<file path="config.mk">
export PLATFORM = sky130hd
export DESIGN_NAME = ps2_voice_allocator
export DESIGN_NICKNAME = d
export VERILOG_FILES = /design/src/rtl/ps2_voice_allocator.sv
export SDC_FILE = /design/constraint.sdc
export NUM_CORES = 1
export LEC_CHECK = 0
export ABC_AREA = 1
export BUFFER_PORTS_ARGS = -buffer_cell sky130_fd_sc_hd__buf_2
export CAP_MARGIN = 25
export CORE_MARGIN = 2
export CORE_UTILIZATION = 51
export CTS_CLUSTER_SIZE = 30
export DETAILED_ROUTE_END_ITERATION = 8
export HOLD_SLACK_MARGIN = 0.06
export PLACE_DENSITY = 0.76
export SLEW_MARGIN = 10
export SYNTH_ARGS = -nofsm -noshare
export SYNTH_HDL_FRONTEND = slang
export SYNTH_SLANG_ARGS = --single-unit
</file>
<file path="constraint.sdc">
create_clock -name CLOCK_50 -period 2.3 [get_ports CLOCK_50]
set_clock_uncertainty 0.15 [all_clocks]
set_input_delay 0.115 -clock CLOCK_50 [delete_from_list [all_inputs] [get_ports CLOCK_50]]
set_output_delay 0.115 -clock CLOCK_50 [all_outputs]
set_load 0.03 [all_outputs]
</file>
<file path="src/rtl/ps2_voice_allocator.sv">
// PS/2 scan-code sequencer: tracks make/break/extended prefixes and assigns held
// note keys to NUM_VOICES voice slots, stealing round-robin when all are busy.
module ps2_voice_allocator #(
  parameter int unsigned NUM_VOICES     = 4,
  parameter int unsigned DEFAULT_OCTAVE = 4
) (
  input  logic                    CLOCK_50,
  input  logic                    reset,
  input  logic [7:0]              received_data,
  input  logic                    received_data_en,
  output logic [NUM_VOICES-1:0]   voice_gate,
  output logic [7*NUM_VOICES-1:0] voice_note,
  output logic [2:0]              octave,
  output logic                    note_event,
  output logic [2:0]              event_voice,
  output logic                    event_on
);

  typedef enum logic [1:0] {S_IDLE, S_BREAK, S_EXT, S_EXT_BREAK} state_t;

  state_t          state, state_nx;
  logic            do_make, do_break;
  logic            is_note, oct_down, oct_up;
  logic [3:0]      key_id;
  logic [3:0]      key_r  [NUM_VOICES];
  logic [6:0]      note_r [NUM_VOICES];
  logic [2:0]      steal_ptr, steal_nx;
  logic            match_found, free_found;
  logic [2:0]      match_idx, free_idx, alloc_idx;
  logic [NUM_VOICES-1:0] match_vec;
  logic [6:0]      new_note;

  always_ff @(posedge CLOCK_50) begin
    if (reset) state <= S_IDLE;
    else       state <= state_nx;
  end

  always_comb begin
    state_nx = state;
    if (received_data_en) begin
      unique case (state)
        S_IDLE:      if (received_data == 8'hF0)      state_nx = S_BREAK;
                     else if (received_data == 8'hE0) state_nx = S_EXT;
        S_BREAK:     state_nx = S_IDLE;
        S_EXT:       state_nx = (received_data == 8'hF0) ? S_EXT_BREAK : S_IDLE;
        S_EXT_BREAK: state_nx = S_IDLE;
        default:     state_nx = S_IDLE;
      endcase
    end
  end

  always_comb begin
    do_make  = received_data_en && (state == S_IDLE) &&
               (received_data != 8'hF0) && (received_data != 8'hE0);
    do_break = received_data_en && (state == S_BREAK);
  end

  always_comb begin
    is_note  = 1'b1;
    key_id   = '0;
    oct_down = 1'b0;
    oct_up   = 1'b0;
    case (received_data)
      8'h1C: key_id = 4'd0;
      8'h1D: key_id = 4'd1;
      8'h1B: key_id = 4'd2;
      8'h23: key_id = 4'd3;
      8'h24: key_id = 4'd4;
      8'h2B: key_id = 4'd5;
      8'h2C: key_id = 4'd6;
      8'h34: key_id = 4'd7;
      8'h33: key_id = 4'd8;
      8'h3C: key_id = 4'd9;
      8'h3B: key_id = 4'd10;
      8'h35: key_id = 4'd11;
      8'h1A: begin is_note = 1'b0; oct_down = 1'b1; end
      8'h22: begin is_note = 1'b0; oct_up   = 1'b1; end
      default: is_note = 1'b0;
    endcase
  end

  // Same match vector serves typematic detection on make and release on break.
  always_comb begin
    match_found = 1'b0;
    match_idx   = '0;
    match_vec   = '0;
    free_found  = 1'b0;
    free_idx    = '0;
    for (int unsigned v = 0; v < NUM_VOICES; v++) begin
      if (voice_gate[v] && key_r[v] == key_id) begin
        match_vec[v] = 1'b1;
        if (!match_found) begin
          match_found = 1'b1;
          match_idx   = 3'(v);
        end
      end
      if (!voice_gate[v] && !free_found) begin
        free_found = 1'b1;
        free_idx   = 3'(v);
      end
    end
    alloc_idx = free_found ? free_idx : steal_ptr;
    steal_nx  = (steal_ptr == 3'(NUM_VOICES - 1)) ? '0 : steal_ptr + 3'd1;
    new_note  = 7'(octave) * 7'd12 + 7'(key_id);
  end

  always_ff @(posedge CLOCK_50) begin
    if (reset) begin
      voice_gate  <= '0;
      octave      <= 3'(DEFAULT_OCTAVE);
      steal_ptr   <= '0;
      note_event  <= 1'b0;
      event_voice <= '0;
      event_on    <= 1'b0;
      for (int unsigned v = 0; v < NUM_VOICES; v++) begin
        key_r[v]  <= '0;
        note_r[v] <= '0;
      end
    end else begin
      note_event <= 1'b0;
      if (do_make && is_note && !match_found) begin
        for (int unsigned v = 0; v < NUM_VOICES; v++) begin
          if (3'(v) == alloc_idx) begin
            voice_gate[v] <= 1'b1;
            key_r[v]      <= key_id;
            note_r[v]     <= new_note;
          end
        end
        if (!free_found) steal_ptr <= steal_nx;
        note_event  <= 1'b1;
        event_voice <= alloc_idx;
        event_on    <= 1'b1;
      end
      if (do_make && oct_down && octave != 3'd0) octave <= octave - 3'd1;
      if (do_make && oct_up   && octave != 3'd7) octave <= octave + 3'd1;
      if (do_break && is_note && match_found) begin
        voice_gate  <= voice_gate & ~match_vec;
        note_event  <= 1'b1;
        event_voice <= match_idx;
        event_on    <= 1'b0;
      end
    end
  end

  always_comb begin
    voice_note = '0;
    for (int unsigned v = 0; v < NUM_VOICES; v++)
      voice_note[7*v +: 7] = note_r[v];
  end

endmodule

</file>
Word level (Yosys, flattened, before mapping)
Memory sizes are Yosys's and may differ from the RTL's.
Index checks and enable logic that the tools add are counted.
{"block": "classes", "add_sub_neg": 4, "multipliers": 1, "eq_ne": 31, "n_mux": 68, "bitwise": 11, "n_reduce_logical": 43}
{"operator": "equality test 8 x 6 -> 1 bit, second input constant", "n": 10}
{"operator": "case mux 4 bit (11 select lines)", "n": 1}
{"operator": "two-way mux 1 bit", "n": 41}
{"operator": "two-way mux 3 bit", "n": 12}
{"operator": "equality test 8 x 5 -> 1 bit, second input constant", "n": 4}
{"operator": "two-way mux 7 bit", "n": 4}
{"operator": "two-way mux 4 bit", "n": 6}
{"operator": "logical AND 1 bit", "n": 19}
{"operator": "equality test 4 bit", "n": 4}
{"operator": "equality test 8 bit, second input constant", "n": 2}
{"operator": "!= test 8 bit, second input constant", "n": 2}
{"operator": "AND reduction 2 bit", "n": 6}
{"operator": "nonzero test 2 bit", "n": 6}
{"operator": "OR reduction 12 bit", "n": 1}
{"operator": "OR 1 bit", "n": 8}
{"operator": "adder 7 x 4 -> 7 bit", "n": 1}
{"operator": "adder 3 x 1 -> 3 bit, second input constant", "n": 2}
{"operator": "equality test 2 x 3 -> 1 bit, first input constant", "n": 2}
{"operator": "logical NOT 1 bit", "n": 6}
{"operator": "two-way mux 2 bit", "n": 3}
{"operator": "!= test 3 bit, second input constant", "n": 2}
{"operator": "case mux 2 bit (3 select lines)", "n": 1}
{"operator": "multiplier 3 x 2 -> 5 bit, second input constant", "n": 1}
{"operator": "AND 4 bit", "n": 1}
{"operator": "11 further kinds", "n": 13}
{"block": "word_totals", "reg_bits": 17, "ram_bits": 44, "in_bits": 11, "out_inout_bits": 40, "wordCells": 170, "n_memories": 2}
{"name": "note_r", "depth": 4, "word_bits": 7, "rd": 4, "rd_ports_with_merged_regs": 0, "write_ports": 4, "line": "26", "text": "logic [6:0] note_r [NUM_VOICES];"}
{"name": "key_r", "depth": 4, "word_bits": 4, "rd": 4, "rd_ports_with_merged_regs": 0, "write_ports": 4, "line": "25", "text": "logic [3:0] key_r [NUM_VOICES];"}

Depth between registers and ports, before layout
{"block": "logic_depth", "word_depth": 16, "depth_mapped": 17, "mapped_depth_nobuf": 17}

Least setup slack after synthesis
Ideal clock, no wire load.
{"block": "synth_path", "kind": "flip-flop to flip-flop", "from": "register voice_gate[0]", "to": "memory key_r[0][2], enable pin", "arrival_time_ns": 1.851, "slack_ns": -0.009, "path_stages_with_launch": 9, "n_path_buf": 0, "cell_sequence": "dfxtp_1 -> nand2_1 -> nor3_1 -> inv_1 -> nor2_1 -> nor3_1 -> inv_1 -> nand3_1 -> nand2_1"}
{"element": "start: declaration", "line": "11", "text": "output logic [NUM_VOICES-1:0] voice_gate,"}
{"element": "start signal: assignment", "line": "137", "text": "voice_gate <= voice_gate & ~match_vec;"}
{"element": "end: declaration", "line": "25"}

==> flow_metrics.env <==
export IMPL_crit_family="simple AND/OR/NAND/NOR gates"
export IMPL_fmaxAchievable_ghz=0.4649
export IMPL_p_per_area_mw_per_mm2=476.6
export IMPL_fin_crit_sh_pct=93.52
export IMPL_dominantRegCellSynth="edfxtp_1"
export IMPL_setup_viol=0
export IMPL_routed_via_count=2912
export IMPL_drcViolationCount=0
export IMPL_die_w_um=82.75
export IMPL_firstDrtPassIters=4
export IMPL_synthAdderAreaFrac_pct=4.668
export IMPL_wl_um=7932
export IMPL_outcome="finished, final reports clean"
export IMPL_grt_pass1_wl_um=12480
export IMPL_crit_path_start="received_data[6]"
export IMPL_dp_cells=559
export IMPL_cts_htree_levels=2
export IMPL_nFillCells=531
export IMPL_syn_num_nets=417
export IMPL_worst_slew_pin_slew_ns=0.4627
export IMPL_io_buffers=50
export IMPL_yosys_area_share_xor_xnor_pct=1.384
export IMPL_synthTopCellsByCount="nand2_1, nor2_1, inv_1"
export IMPL_path_class="input port to flop"
export IMPL_rr_worst_depth=10
export IMPL_maxCapViolCount=0
export IMPL_fin_cells=570
export IMPL_io_pins=51
export IMPL_rr_startpoint="octave[0]"
export IMPL_r2r_end="octave[2]"
export IMPL_clk_pin_slew_worst_paths_ns=0.10
export IMPL_synth_compound_area_share_pct=5.538
export IMPL_crit_slowest_cell="buf_6"
export IMPL_slew_viol_final=0
export IMPL_synth_simple_area_share_pct=34.49
export IMPL_holdCritPathClass="input port to flop"
export IMPL_synth_edf_count=36
export IMPL_vdd_drop_max_v=0.0003989
export IMPL_p_leak_nw=1.936
export IMPL_wl_per_cell_um=13.92
export IMPL_synthArstFlopShare_pct=0
export IMPL_stdcell_area_mm2=0.003970
export IMPL_cts_tree="yes"
export IMPL_clock_root_buffer="clkbuf_8"
export IMPL_worst_path_max_fanout=9
export IMPL_rows=28
export IMPL_synth_top_family_by_area="simple AND/OR/NAND/NOR gates"
export IMPL_crit_end="key_r[3][0]"
export IMPL_crit_required_ns=2.19
export IMPL_rsz0062_at_grt="true"
export IMPL_insertion_delay_ns=0.33
export IMPL_path_buf_inv=5
export IMPL_dpl_instance_area_mm2=0.003801
export IMPL_total_power_mw=1.892
export IMPL_startpoint_type="input port"
export IMPL_syn_area_per_cell_um2=7.987
export IMPL_fp_dieArea_mm2=0.006848
export IMPL_hold_violations=0
export IMPL_max_stage_delay_ns=0.17
export IMPL_synth_area_mm2=0.003163
export IMPL_period_needed_ns=2.151
export IMPL_clock_sinks=53
export IMPL_ys_warn_count=0
export IMPL_crit_cells=19
export IMPL_insertedDiodeCount=0
export IMPL_path_cells="buf_2, inv_1, nand2_2, nor2_1, buf_4, nand2_1, nand2_1, nor2_4, nand2_2, nand2_1, nand2_1, nand4_2, nand2_2, nor2_4, nand2_4, inv_4, nand3_1, nand2_1, buf_6"
export IMPL_synthMuxAreaShare_pct=0
export IMPL_area_growth_pct=25.51
export IMPL_synth_top_cell_area_share_pct=34.18
export IMPL_start_util_pct=53.11
export IMPL_crit_top_cell="nand2_1"
export IMPL_final_antenna_net_count=0
export IMPL_seq_area_frac_synth_pct=44.94
export IMPL_grt_overflow_total=0
export IMPL_die_y_um=82.75
export IMPL_holdWs_ns=0.1908
export IMPL_r2r_slack_ns=0.18
export IMPL_fin_nets=515
export IMPL_drt_initial_drc_count=131
export IMPL_vias_per_cell=5.109
export IMPL_slew_limit_headroom_pct=68.96
export IMPL_utilization_pct=66.66
export IMPL_cts_made_buffers=5
export IMPL_coreArea_mm2=0.005956
export IMPL_grt_pass1_vias=2719
export IMPL_yosysTopAreaCell="edfxtp_1"
export IMPL_synth_most_common_cell="nand2_1"
export IMPL_globalRouteTotalUtil_pct=24.45
export IMPL_cp_arrival_ns=2.04
export IMPL_synth_area_leaders="edfxtp_1, nand2_1, dfxtp_1"
export IMPL_antenna_found_initial=0
export IMPL_drive_gt1_share_pct=29.09
export IMPL_grt_max_degree=20
export IMPL_synth_cell_types=33
export IMPL_hpwl_um=6130
export IMPL_cts_buffer_depth=2
export IMPL_ys_ff_latch=53
export IMPL_end_kind="flop"
export IMPL_routabilityCongestion=0.8916
export IMPL_synth_cells=396
## tightest hold or removal path: cells and delay by family
| family | cells | cell delay (ns) |
|---|---|---|
| buffers and inverters | 3 | 0.26 |
| AO/OA/AOI/OAI | 2 | 0.23 |
## stage by stage
stage	setup WS (ns)	TNS [ns]
detailed placement	-0.2315	-7.702
global placement	-0.1482	-4.313
finish	0.1491	0
floorplan	0.01601	0
global route	-0.007423	-0.01223
CTS	0.03303	0
## worst min path at each step
| stage | cells past startpoint | endpoint | startpoint |
|---|---|---|---|
| final | 5 | state[1] | received_data[4] |
| after global placement | 3 | state[0] | received_data_en |
| after floorplan | 2 | state[0] | received_data_en |
| after global routing | 5 | state[1] | received_data[4] |
| after detailed placement | 3 | state[0] | received_data_en |
| after CTS | 5 | state[1] | received_data[4] |
## placed cells by master, fill, tap and decap left out, types with 10 or more instances in the layout
| master | instances |
|---|---|
| nand2_1 | 96 |
| nor2_1 | 71 |
| inv_1 | 50 |
| buf_2 | 50 |
| buf_4 | 48 |
| edfxtp_1 | 36 |
| nand3_1 | 18 |
| dfxtp_1 | 15 |
| a21oi_1 | 14 |
| o21ai_0 | 10 |
## cells by family after synthesis
group,Yosys count
adders and majority gates,10
buffers and inverters,65
DFF,53
and+or+nand+nor,231
AOI/OAI and AO/OA,32
xor gates and xnor gates,5
## cell type report
class | count | area (um2) | share of cell area [%]
Sequential cell | 53 | 1424 | 35.87
Inverter | 54 | 205.2 | 5.169
Clock buffer | 5 | 68.82 | 1.733
Clock inverter | 3 | 28.78 | 0.7249
Tap cell | 75 | 93.84 | 2.364
Timing Repair Buffer | 102 | 653.1 | 16.45
Multi-Input combinational cell | 278 | 1496 | 37.69
## state kept, by name, indices dropped and copies added, names as in the netlist
name	cells
key_r	14
octave	3
note_event	1
event_voice	3
state	2
voice_gate	4
note_r	22
event_on	1
steal_ptr	3
## power by group
part | switching, mW | total, mW | internal [mW]
Sequential | 0.0172 | 1.06 | 1.04
Clock | 0.361 | 0.590 | 0.229
Combinational | 0.160 | 0.242 | 0.0824
Total | 0.538 | 1.89 | 1.35
## metal layers
layer  GRT usage, %  part of all wire [%]  routed length (um)  vias up
met5              0                     0                   0        -
met3          4.457                   6.8                 540       13
li1               -                     -                   -     1464
met1          31.64                    43                3377     1346
met2          42.10                    49                3878       89
met4          6.557                   1.7                 135        0
## what timing repair did
item / in CTS / in global routing
resized for setup: 0 / 12
hold buffers: 2 / 0
hold endpoints to repair: 7 / 0
setup buffers: 0 / 1
endpoints found under the setup margin: 0 / 24
Note: power is estimated with default switching activity, not from simulation.
